File: config.mk
export PLATFORM = sky130hd
export DESIGN_NAME = lfsr_offset_search
export DESIGN_NICKNAME = d
export VERILOG_FILES = /design/src/rtl/lfsr_offset_search.sv
export SDC_FILE = /design/constraint.sdc
export NUM_CORES = 1
export LEC_CHECK = 0
export CAP_MARGIN = 5
export CORE_MARGIN = 2
export CORE_UTILIZATION = 71
export CTS_BUF_LIST = sky130_fd_sc_hd__clkbuf_8
export CTS_CLUSTER_SIZE = 8
export DETAILED_ROUTE_END_ITERATION = 12
export DONT_BUFFER_PORTS = 1
export GPL_TIMING_DRIVEN = 0
export HOLD_SLACK_MARGIN = 0.08
export PLACE_DENSITY_LB_ADDON = 0.25
export REMOVE_ABC_BUFFERS = 1
export SYNTH_ARGS = -nofsm -noshare
export SYNTH_HDL_FRONTEND = slang
export SYNTH_SLANG_ARGS = --single-unit
File: constraint.sdc
create_clock -name clk_72MHz -period 5 [get_ports clk_72MHz]
set_input_delay 1 -clock clk_72MHz [delete_from_list [all_inputs] [get_ports clk_72MHz]]
set_output_delay 1 -clock clk_72MHz [all_outputs]
set_load 0.02 [all_outputs]
File: src/rtl/lfsr_offset_search.sv
// Locates a received LFSR word by stepping ENGINES seeded LFSRs in parallel, each over SEG_LEN positions.
// Latency: match at iteration i -> done i+2 cycles after start; timeout SEG_LEN+1; zero data 1. No backpressure: start is ignored while busy.
module lfsr_offset_search #(
    parameter int WIDTH    = 17,
    parameter int ENGINES  = 4,
    parameter int SEG_LEN  = 29970,
    parameter int OFFSET_W = 17,
    parameter int IDX_W    = 2
) (
    input  logic                       clk_72MHz,
    input  logic                       rst,
    input  logic                       start,
    input  logic                       abort,
    input  logic [WIDTH-1:0]           polynomial,
    input  logic [WIDTH-1:0]           data,
    input  logic [ENGINES*WIDTH-1:0]   seeds,
    output logic                       busy,
    output logic                       done,
    output logic                       found,
    output logic [OFFSET_W-1:0]        offset,
    output logic [IDX_W-1:0]           match_engine
);

    localparam int ITER_W = (SEG_LEN > 1) ? $clog2(SEG_LEN) : 1;
    localparam logic [ITER_W-1:0] ITER_LAST = ITER_W'(SEG_LEN - 1);

    typedef enum logic [1:0] {S_IDLE, S_LOAD, S_RUN, S_DONE} state_t;

    state_t              state_q;
    logic [ITER_W-1:0]   iter_q;
    logic [WIDTH-1:0]    polynomial_q;
    logic [WIDTH-1:0]    data_q;
    logic [WIDTH-1:0]    eng_q [ENGINES];
    logic [WIDTH-1:0]    eng_d [ENGINES];
    logic                busy_q;
    logic                done_q;
    logic                found_q;
    logic [OFFSET_W-1:0] offset_q;
    logic [IDX_W-1:0]    match_q;

    logic                hit;
    logic [IDX_W-1:0]    hit_idx;
    logic [OFFSET_W-1:0] hit_off;

    // Scan from the top so the lowest matching engine is the one left standing.
    always_comb begin
        hit     = 1'b0;
        hit_idx = '0;
        hit_off = '0;
        for (int k = ENGINES - 1; k >= 0; k--) begin
            if (eng_q[k] == data_q) begin
                hit     = 1'b1;
                hit_idx = IDX_W'(k);
                hit_off = OFFSET_W'(k * SEG_LEN) + OFFSET_W'(iter_q);
            end
        end
    end

    always_comb begin
        for (int k = 0; k < ENGINES; k++) begin
            eng_d[k] = eng_q[k];
            if (state_q == S_LOAD) begin
                eng_d[k] = seeds[k*WIDTH +: WIDTH];
            end else if (state_q == S_RUN) begin
                eng_d[k] = {eng_q[k][WIDTH-2:0], ^(eng_q[k] & polynomial_q)};
            end
        end
    end

    // Datapath registers carry no reset: they are always reloaded in LOAD before use.
    always_ff @(posedge clk_72MHz) begin
        for (int k = 0; k < ENGINES; k++) begin
            eng_q[k] <= eng_d[k];
        end
        if (state_q == S_LOAD) begin
            polynomial_q <= polynomial;
            data_q       <= data;
        end
    end

    always_ff @(posedge clk_72MHz) begin
        if (rst) begin
            state_q  <= S_IDLE;
            iter_q   <= '0;
            busy_q   <= 1'b0;
            done_q   <= 1'b0;
            found_q  <= 1'b0;
            offset_q <= '0;
            match_q  <= '0;
        end else begin
            done_q <= 1'b0;
            case (state_q)
                S_IDLE: begin
                    if (start) begin
                        state_q <= S_LOAD;
                        busy_q  <= 1'b1;
                    end
                end
                S_LOAD: begin
                    iter_q <= '0;
                    if (abort) begin
                        state_q <= S_IDLE;
                        busy_q  <= 1'b0;
                    end else if (data == '0) begin
                        found_q  <= 1'b0;
                        offset_q <= '0;
                        match_q  <= '0;
                        state_q  <= S_DONE;
                        busy_q   <= 1'b0;
                        done_q   <= 1'b1;
                    end else begin
                        state_q <= S_RUN;
                    end
                end
                S_RUN: begin
                    if (abort) begin
                        state_q <= S_IDLE;
                        busy_q  <= 1'b0;
                    end else if (hit) begin
                        found_q  <= 1'b1;
                        offset_q <= hit_off;
                        match_q  <= hit_idx;
                        state_q  <= S_DONE;
                        busy_q   <= 1'b0;
                        done_q   <= 1'b1;
                    end else if (iter_q == ITER_LAST) begin
                        found_q  <= 1'b0;
                        offset_q <= '0;
                        match_q  <= '0;
                        state_q  <= S_DONE;
                        busy_q   <= 1'b0;
                        done_q   <= 1'b1;
                    end else begin
                        iter_q <= iter_q + ITER_W'(1);
                    end
                end
                S_DONE: begin
                    state_q <= S_IDLE;
                end
                default: begin
                    state_q <= S_IDLE;
                    busy_q  <= 1'b0;
                end
            endcase
        end
    end

    assign busy         = busy_q;
    assign done         = done_q;
    assign found        = found_q;
    assign offset       = offset_q;
    assign match_engine = match_q;

endmodule

==> results of run 1 <==
## area by class of cell
type	instances	area [sq um]	area share [%]
Antenna cell	2	5.005	0.05649
Timing Repair Buffer	2	35.03	0.3954
Clock buffer	17	234.0	2.641
Sequential cell	141	3844	43.38
Multi-Input combinational cell	606	4352	49.12
Clock inverter	15	162.7	1.836
Tap cell	143	178.9	2.019
Inverter	13	48.80	0.5508
## stage by stage
stage          setup slack (ps)  hold WS [ps]  std cells  TNS, ps
2_1_floorplan             598.7         476.5        760        0
3_3_place_gp             -339.6         489.4        903    -3740
3_5_place_dp               1553         526.7        904        0
4_1_cts                    1557         537.4        936        0
5_1_grt                    1362         565.5        938        0
6_report                   1455         542.8        939        0
## per-layer routing
layer,GRT usage (%),vias to the layer above
met5,0,-
met3,10.98,64
met1,51.26,3112
met4,12.28,4
met2,56.25,477
li1,-,2858
## layout by cell type (no fill, tap or decap), types with 4 or more instances in the layout
| cell type | instances |
|---|---|
| a31oi_1 | 5 |
| nand3_1 | 21 |
| o221ai_1 | 8 |
| nand4_1 | 12 |
| o21a_1 | 4 |
| o311ai_0 | 4 |
| and2_1 | 4 |
| xnor2_1 | 96 |
| edfxtp_1 | 102 |
| o21ai_0 | 28 |
| nor4_1 | 15 |
| clkinv_4 | 4 |
| nand2_1 | 112 |
| clkbuf_8 | 17 |
| nor2b_1 | 6 |
| ha_1 | 9 |
| nor2_1 | 42 |
| a21o_1 | 11 |
| a221o_1 | 5 |
| nand2b_1 | 6 |
| inv_1 | 13 |
| a21oi_1 | 19 |
| xor2_1 | 48 |
| nor3_1 | 13 |
| or3_1 | 7 |
| dfxtp_1 | 39 |
| mux2_2 | 66 |
## critical path, delay by kind of cell (launching register included)
family	cells	cell delay (ps)
AO/OA/AOI/OAI	3	820
XOR/XNOR	1	220
flip-flops	1	530
AND/OR/NAND/NOR	4	1830
## kinds of logic after synthesis
| logic type | count (synthesis) |
|---|---|
| adder cells (fa/ha/maj) | 11 |
| AND/OR/NAND/NOR | 261 |
| buffers and inverters | 55 |
| flip-flops | 141 |
| multiplexers | 68 |
| AO/OA/AOI/OAI | 122 |
| XOR/XNOR | 144 |
## state kept, by name (all words and copies together) (netlist names)
register,flops
found,1
data_q,17
busy,1
offset,17
state_q,2
done,1
eng_q,68
polynomial_q,17
iter_q,15
match_engine,2
## where the power goes
group / switching (mW) / total [mW] / internal [mW]
Clock: 0.480 / 0.929 / 0.449
Sequential: 0.166 / 1.61 / 1.45
Combinational: 0.368 / 0.759 / 0.391
Total: 1.01 / 3.30 / 2.29
## worst min path at each step
stage | start | endpoint | depth (start not counted)
2_1_floorplan | state_q[1] | state_q[1] | 2
3_3_place_gp | state_q[1] | state_q[1] | 2
3_5_place_dp | state_q[1] | state_q[1] | 2
4_1_cts | state_q[1] | state_q[1] | 2
5_1_grt | rst | state_q[1] | 1
6_report | offset[2] | offset[2] | 2
==> flow_metrics.tcl, run 1 <==
set metrics [dict create \
    run_status "finished, final reports clean" \
    dr.first_iter.drc_count 964 \
    report.final.setup_viol 0 \
    ys_top_cells_by_area "edfxtp_1 37%, xnor2_1 10%, dfxtp_1 9.3%" \
    vias_per_cell 6.938 \
    cts_made_buffers 17 \
    final_cell_area_sq_um 8860 \
    synth-simple-area-share_pct 14.99 \
    max-cap-violations 0 \
    area_growth_syn_to_layout_pct 5.608 \
    yosysMostFrequentCell "nand2_1" \
    cts.repair.resized 0 \
    floorplan.die.width_um 112.7 \
    cp.arrival_ps 3890 \
    worst_slew_pin_slew_ps 988.7 \
    clock-skew-final_ps 10.52 \
    cpPeakStageDelay_ps 780 \
    p_leak_nw 2.995 \
    detailedPlacementHpwl_um 16880 \
    start_kind "register" \
    yosys.area_share.adder_pct 1.641 \
    number_of_synthesized_flops_with_an_enable_pin 102 \
    worstPathCellList "xor2_1 -> nor4_1 -> nand4_1 -> nor2_2 -> nor2_1 -> a221o_1 -> a32oi_1 -> o21ai_0" \
    wl_per_cell_um 24.75 \
    fp.coreArea_sq_um 11470 \
    initial_utilization_pct 73.16 \
    synthTopCellsByCount "112 x nand2_1, 102 x edfxtp_1, 96 x xnor2_1" \
    cp-endpoint "offset[5]" \
    synth.distinct_cells 72 \
    seq_area_frac_synth_pct 45.82 \
    synth_seq_cells 141 \
    setup.worst_path.start "data_q[16]" \
    grt.total_usage_pct 36.93 \
    timing_max_transition_violations_final 0 \
    crit-reg2reg-launch "data_q[16]" \
    muxShareOfSynthArea_pct 9.113 \
    tritoncts "done" \
    main_combinational_cell_family_by_area_after_synthesis "XOR/XNOR gates" \
    routed_met2_length_um 10550 \
    cts.repair_timing.setup_buffer_count 0 \
    largest_net_degree_at_the_start_of_global_routing 71 \
    highest_signal_layer "met5" \
    fin_util_pct 77.26 \
    final_hold_viol_count 0 \
    postPlaceCellArea_sq_um 8451 \
    fraction_of_registers_with_async_set_or_reset_after_synthesis_pct 0 \
    synth_area_leader_cell "edfxtp_1" \
    initial_antenna_violation_count 3 \
    dieHeight_um 112.7 \
    maxClockFrequency_ghz 0.2821 \
    length_in_cells_of_the_worst_reg_to_reg_path 8 \
    grt.overflow.total 0 \
    cts.root.buffer_cell "clkbuf_8" \
    place.gp.congestion 0.9789 \
    critical_path_endpoint_category "register" \
    clock_tree.buffer_depth 2 \
    via_count_of_the_first_global_routing_pass 6359 \
    slew_headroom_pct 33.86 \
    drive_gt1_share_pct 14.36 \
    setup_repair_after_global_routing_missed_its_margin "false" \
    htree_levels 4 \
    port_buffers 0 \
    reg2reg_to "offset[5]" \
    cts.sinks 141 \
    max-vdd-ir-drop_v 0.0004231 \
    drt_wl_total_um 23240 \
    area_fraction_in_compound_gates_after_synthesis_pct 10.80 \
    hold_path.class "register to register" \
    worst-setup-path-type "register to register" \
    critical_path_s_slowest_cell "nor2_2" \
    clk-insertion-delay-late_ps 470 \
    rows 39 \
    worst_setup_hold_path_clk_slew_ps 90 \
    synthXorXnorAreaFrac_pct 15.03 \
    post-route-min-period_ps 3545 \
    post_synth_inst_count 802 \
    synth.cell_area_sq_um 8389 \
    area_share_of_the_largest_cell_type_after_synthesis_pct 36.51 \
    nNetsFinal 898 \
    met3RoutedLength_um 3161 \
    dieArea_sq_um 12700 \
    crit_required_ps 5350 \
    report.power.total_mw 3.302 \
    predominant_post_synthesis_flop_cell "edfxtp_1" \
    grt_pass1_wl_um 35160 \
    yosysWarningCount 0 \
    p_per_cell_area_nw_per_um2 372.7 \
    reg2reg_setup_slack_ps 1460 \
    fraction_of_the_cycle_the_final_worst_path_needs_pct 70.90 \
    hold_buffers 0 \
    vias 6515 \
    drt_first_pass_iters 6 \
    postSynthAreaPerCell_sq_um 10.46 \
    path_max_fanout 18 \
    route.antenna.remaining_nets 0 \
    detail_route.drc_violations 0 \
    top_level_ports 128 \
    drt-met1-wl_um 8800 \
    num-fill-cells 720 \
]
Note: power is estimated with default switching activity, not from simulation.
==> run 2: changes to the inputs <==
--- a/config.mk
+++ b/config.mk
@@ -7,7 +7,7 @@
 export LEC_CHECK = 0
 export CAP_MARGIN = 5
 export CORE_MARGIN = 2
-export CORE_UTILIZATION = 71
+export CORE_UTILIZATION = 60
 export CTS_BUF_LIST = sky130_fd_sc_hd__clkbuf_8
 export CTS_CLUSTER_SIZE = 8
 export DETAILED_ROUTE_END_ITERATION = 12
==> constraint.sdc (replaced) <==
create_clock -name clk_72MHz -period 3 [get_ports clk_72MHz]
set_input_delay 0.6 -clock clk_72MHz [delete_from_list [all_inputs] [get_ports clk_72MHz]]
set_output_delay 0.6 -clock clk_72MHz [all_outputs]
set_load 0.02 [all_outputs]
==> run 2 against run 1 <==
  * Non-clock buffer count increased by 9
  * Clock power is 64% higher
  * Routed wire length is 1.9% lower
  * Utilization down 12 points
  * Via count is 2.3% lower
  * Clock skew rose by 7.5 ps
  * Sequential power up 67%
  * First-iteration DRC count is 19% lower
  * Hold slack lost 340 ps
  * Global-route usage fell by 5.9 points
  * Count of clock-buffer cells in the layout stayed put
  * Critical endpoint is now busy
  * Critical path type unchanged
==> flow_metrics.tcl, run 2 (synthesized netlist as in run 1, its figures left out) <==
set metrics [dict create \
    floorplan.die.width_um 122.2 \
    initial_utilization_pct 60.91 \
    nNetsFinal 907 \
    slew_headroom_pct 38.18 \
    worstPathCellList "xor2_1 -> nor4_1 -> nand4_1 -> or2_4 -> nand4_4 -> nor3_2 -> nor4_2 -> mux2_1" \
    post-route-min-period_ps 2840 \
    p_per_cell_area_nw_per_um2 605.9 \
    worst_slew_pin_slew_ps 927.3 \
    hold_path.class "primary input to register" \
    grt.total_usage_pct 31.04 \
    tns_ps 0 \
    max-cap-violations 0 \
    hold_buffers 0 \
    cts.sinks 141 \
    area_growth_syn_to_layout_pct 7.308 \
    clk-insertion-delay-late_ps 470 \
    grt_pass1_wl_um 34600 \
    reg2reg_setup_slack_ps 160 \
    cp-endpoint "busy" \
    setup.worst_path.start "data_q[15]" \
    cts_made_buffers 17 \
    final_common_cell "nand2_1" \
    most-common-layout-cells "112 x nand2_1, 102 x edfxtp_1, 96 x xnor2_1" \
    worst-setup-path-type "register to register" \
    final_hold_viol_count 0 \
    clock-skew-final_ps 18.05 \
    grt.overflow.total 0 \
    p_leak_nw 3.057 \
    setup_repair_after_global_routing_missed_its_margin "false" \
    vias 6368 \
    placed_cells_incl_taps 941 \
    drt_first_pass_iters 5 \
    largest_net_degree_at_the_start_of_global_routing 71 \
    cp.arrival_ps 3190 \
    crit-reg2reg-launch "data_q[15]" \
    port_buffers 0 \
    cts.root.buffer_cell "clkbuf_8" \
    clock_tree.buffer_depth 2 \
    worst_hold_path.num_cells 1 \
    critical_path_s_slowest_cell "edfxtp_1" \
    run_status "finished, final reports clean" \
    setup_slack_ps 160.2 \
    fin_util_pct 65.36 \
    place.gp.congestion 0.9822 \
    postPlaceCellArea_sq_um 8497 \
    length_in_cells_of_the_worst_reg_to_reg_path 8 \
    initial_antenna_violation_count 0 \
    via_count_of_the_first_global_routing_pass 5994 \
    worst_setup_hold_path_clk_slew_ps 80 \
    dieHeight_um 122.2 \
    tritoncts "done" \
    start_kind "register" \
    fp.coreArea_sq_um 13770 \
    timing_max_transition_violations_final 0 \
    cpPeakStageDelay_ps 550 \
    final_hold_slack_ps 200.0 \
    crit_required_ps 3350 \
    fraction_of_the_cycle_the_final_worst_path_needs_pct 94.66 \
    drt_wl_total_um 22790 \
    dieArea_sq_um 14940 \
    reg2reg_to "busy" \
    wl_per_cell_um 23.16 \
    largest_reg_flops 68 \
    detailedPlacementHpwl_um 16720 \
    vias_per_cell 6.472 \
    route.antenna.remaining_nets 0 \
    critical_path_endpoint_category "register" \
    drive_gt1_share_pct 16.06 \
    maxClockFrequency_ghz 0.3521 \
    rows 43 \
    max-vdd-ir-drop_v 0.0007948 \
    path_max_fanout 26 \
    final_cell_area_sq_um 9002 \
    top_level_ports 128 \
    htree_levels 4 \
    worst_setup_slack_after_placement_ps -248.0 \
    report.power.total_mw 5.454 \
    detail_route.drc_violations 0 \
    instances_no_fill 984 \
    dr.first_iter.drc_count 781 \
    report.final.setup_viol 0 \
    largest_register "eng_q" \
]
[run 2: worst min-delay path by stage]
stage / start / endpoint
6_report: rst / state_q[0]
5_1_grt: rst / iter_q[1]
4_1_cts: rst / state_q[0]
3_5_place_dp: offset[15] / offset[15]
3_3_place_gp: state_q[1] / state_q[1]
2_1_floorplan: state_q[1] / state_q[1]
[run 2: power by group]
part	leakage (nW)	internal [mW]	switching, mW
logic	1.59	0.657	0.587
clock network	0.192	0.683	0.836
registers	1.28	2.41	0.279
total	3.06	3.75	1.70
[run 2: timing repair]
| item | 4_1_cts | 5_1_grt |
|---|---|---|
| hold endpoints to repair | 0 | 0 |
| setup endpoints to repair | 22 | 28 |
| cloned | 0 | 0 |
| gates resized for setup | 4 | 4 |
| pin swaps | 2 | 2 |
| setup buffers | 3 | 7 |
[run 2: layout make-up]
| type | instances | area, sq um |
|---|---|---|
| tap | 180 | 225.2 |
| inverter | 13 | 48.80 |
| sequential | 141 | 3844 |
| timing repair buffer | 11 | 115.1 |
| antenna | 1 | 2.502 |
| clock inverter | 15 | 151.4 |
| clock buffer | 17 | 234.0 |
| fill | 1147 | 4771 |
| multi-input combinational | 606 | 4382 |
[run 2: per-layer routing]
layer	up-vias	wire length, um	global-route usage [%]	share of wire (%)
li1	2870	-	-	-
met4	0	348	7.399	1.5
met5	-	0	0	0
met3	35	2561	9.015	11
met1	3095	9847	46.05	43
met2	368	10040	44.93	44
[run 2: worst max-delay path: cells and delay by family (launching register included)]
family                    cells  cell delay (ps)
DFF                           1              550
xor gates and xnor gates      1              210
muxes                         1              340
and+or+nand+nor               6             1630
==> run 3: changes to the inputs <==
--- a/config.mk
+++ b/config.mk
@@ -5,13 +5,13 @@
 export SDC_FILE = /design/constraint.sdc
 export NUM_CORES = 1
 export LEC_CHECK = 0
+export BUFFER_PORTS_ARGS = -buffer_cell sky130_fd_sc_hd__buf_2
 export CAP_MARGIN = 5
 export CORE_MARGIN = 2
-export CORE_UTILIZATION = 60
+export CORE_UTILIZATION = 54
 export CTS_BUF_LIST = sky130_fd_sc_hd__clkbuf_8
 export CTS_CLUSTER_SIZE = 8
 export DETAILED_ROUTE_END_ITERATION = 12
-export DONT_BUFFER_PORTS = 1
 export GPL_TIMING_DRIVEN = 0
 export HOLD_SLACK_MARGIN = 0.08
 export PLACE_DENSITY_LB_ADDON = 0.25
==> run 3 against run 2 <==
  * First-iteration DRC count rose by 0.90%
  * Hold slack better by 100 ps
  * Largest cell class unchanged
  * Critical path type unchanged
  * Combinational power increased by 6%
  * Register-to-register slack worse by 70 ps
  * Critical path depth unchanged
  * Critical endpoint is now offset[2]
  * Count of clock-buffer cells in the layout unchanged
  * Power is 0.42% lower
  * Routed wire length shrank 1.0%
  * Cell count up 14%
  * Sequential cell count unchanged
  * Via count up 7.4%
==> flow_metrics.tcl, run 3 (synthesized netlist as in run 1, its figures left out) <==
set metrics [dict create \
    detail_route.drc_violations 0 \
    largest_register "eng_q" \
    critical_path_s_slowest_cell "a2111oi_0" \
    hold_path.class "primary input to register" \
    initial_utilization_pct 55.19 \
    tns_ps 0 \
    num_antenna_cells 0 \
    drive_gt1_share_pct 26.91 \
    dieArea_sq_um 16550 \
    drt_wl_total_um 22560 \
    slew_headroom_pct 39.29 \
    start_kind "register" \
    htree_levels 4 \
    num-fill-cells 1250 \
    setup_slack_ps 94.20 \
    reg2reg_setup_slack_ps 90 \
    final_hold_viol_count 0 \
    worst_hold_path.num_cells 1 \
    p_leak_nw 3.556 \
    instances_no_fill 1117 \
    grt.overflow.total 0 \
    vias 6839 \
    cts.root.buffer_cell "clkbuf_8" \
    fraction_of_the_cycle_the_final_worst_path_needs_pct 96.86 \
    tritoncts "done" \
    cts.sinks 141 \
    nNetsFinal 1033 \
    grt_pass1_wl_um 34010 \
    worst_setup_hold_path_clk_slew_ps 80 \
    report.final.setup_viol 0 \
    dr.first_iter.drc_count 788 \
    run_status "finished, final reports clean" \
    crit-reg2reg-launch "data_q[0]" \
    area_growth_syn_to_layout_pct 14.56 \
    worstPathCellList "xor2_1 -> nor4_1 -> nand4_1 -> or2_4 -> o211a_1 -> a2111oi_0 -> o21ai_0 -> nand2_1" \
    floorplan.die.width_um 128.6 \
    port_buffers 127 \
    fp.coreArea_sq_um 15200 \
    worst_setup_slack_after_placement_ps -168.5 \
    cpPeakStageDelay_ps 570 \
    grt.total_usage_pct 27.33 \
    cts_made_buffers 17 \
    most-common-layout-cells "127 x buf_2, 112 x nand2_1, 102 x edfxtp_1" \
    clock-skew-final_ps 15.35 \
    max-vdd-ir-drop_v 0.0004964 \
    worst_hold_path.endpoint "polynomial_q[7]" \
    p_per_cell_area_nw_per_um2 565.2 \
    post-route-min-period_ps 2906 \
    largest_reg_flops 68 \
    vias_per_cell 6.123 \
    path_max_fanout 14 \
    route.antenna.remaining_nets 0 \
    crit_required_ps 3410 \
    dieHeight_um 128.6 \
    worst_slew_pin_slew_ps 910.6 \
    reg2reg_to "offset[2]" \
    timing_max_transition_violations_final 0 \
    max-cap-violations 0 \
    placed_cells_incl_taps 1076 \
    largest_net_degree_at_the_start_of_global_routing 71 \
    clock_tree.buffer_depth 2 \
    cp.arrival_ps 3320 \
    clk-insertion-delay-late_ps 470 \
    length_in_cells_of_the_worst_reg_to_reg_path 8 \
    initial_antenna_violation_count 0 \
    detailedPlacementHpwl_um 16320 \
    top_level_ports 128 \
    critical_path_endpoint_category "register" \
    worst-setup-path-type "register to register" \
    wl_per_cell_um 20.19 \
    rows 45 \
    via_count_of_the_first_global_routing_pass 6225 \
    worst_hold_startpoint "polynomial[7]" \
    setup_repair_after_global_routing_missed_its_margin "false" \
    drt_first_pass_iters 6 \
    place.gp.congestion 0.9898 \
    final_common_cell "buf_2" \
    maxClockFrequency_ghz 0.3441 \
]
run 3: cell types whose count changed in the layout (fill, tap and decap cells not counted), sizes merged:
cell / change
buf: +125
clkinvlp: +4
diode: -1
inv: -4
o31a: +1
run 3: critical path, delay by kind of cell, from the launching register on:
| kind | cells | cell delay (ps) |
|---|---|---|
| simple gates | 4 | 1070 |
| compound gates | 3 | 1030 |
| flops | 1 | 550 |
| xor+xnor | 1 | 210 |
run 3: power breakdown:
| group | switching, mW | total, mW | internal, mW |
|---|---|---|---|
| Sequential | 0.265 | 2.68 | 2.41 |
| Combinational | 0.620 | 1.32 | 0.705 |
| Clock | 0.781 | 1.43 | 0.648 |
| Total | 1.67 | 5.43 | 3.76 |
run 3: area by class of cell:
cell class / count / area (sq um) / share of cell area (%)
Sequential cell: 141 / 3844 / 39.99
Timing Repair Buffer: 136 / 735.7 / 7.655
Clock buffer: 17 / 234.0 / 2.435
Inverter: 13 / 48.80 / 0.5077
Tap cell: 188 / 235.2 / 2.448
Multi-Input combinational cell: 607 / 4389 / 45.67
Clock inverter: 15 / 123.9 / 1.289
run 3: repair_timing:
item / 4_1_cts / 5_1_grt
cloned: 0 / 1
setup endpoints to repair: 19 / 17
hold buffers: 0 / 0
endpoints found under the hold margin: 0 / 0
setup buffers: 3 / 5
resized for setup: 3 / 4
pin swaps: 2 / 3
run 3: how the worst max path moves through the flow:
stage | startpoint | endpoint | cells past startpoint
final | data_q[0] | offset[2] | 8
after global routing | state_q[1] | iter_q[10] | 8
after CTS | data_q[9] | busy | 8
after detailed placement | data_q[16] | offset[14] | 8
after global placement | state_q[1] | offset[13] | 7
after floorplan | state_q[1] | iter_q[10] | 7
run 3: through the flow:
step	power [mW]	hold slack (ps)	area [sq um]	util (%)
2_1_floorplan	3.663	476.5	8219	-
3_5_place_dp	4.018	431.9	9143	60.14
5_1_grt	5.680	284.6	9610	63.22
3_3_place_gp	4.018	422.0	9090	59.79
6_report	5.431	303.6	9610	63.22
4_1_cts	5.450	281.0	9543	62.77
run 3: per-layer routing:
| metal | routed length, um | global-route usage [%] | vias up |
|---|---|---|---|
| li1 | - | - | 3134 |
| met1 | 9657 | 38.62 | 3281 |
| met2 | 10020 | 41.36 | 377 |
| met3 | 2434 | 7.401 | 47 |
| met4 | 443 | 8.312 | 0 |
| met5 | 0 | 0 | - |
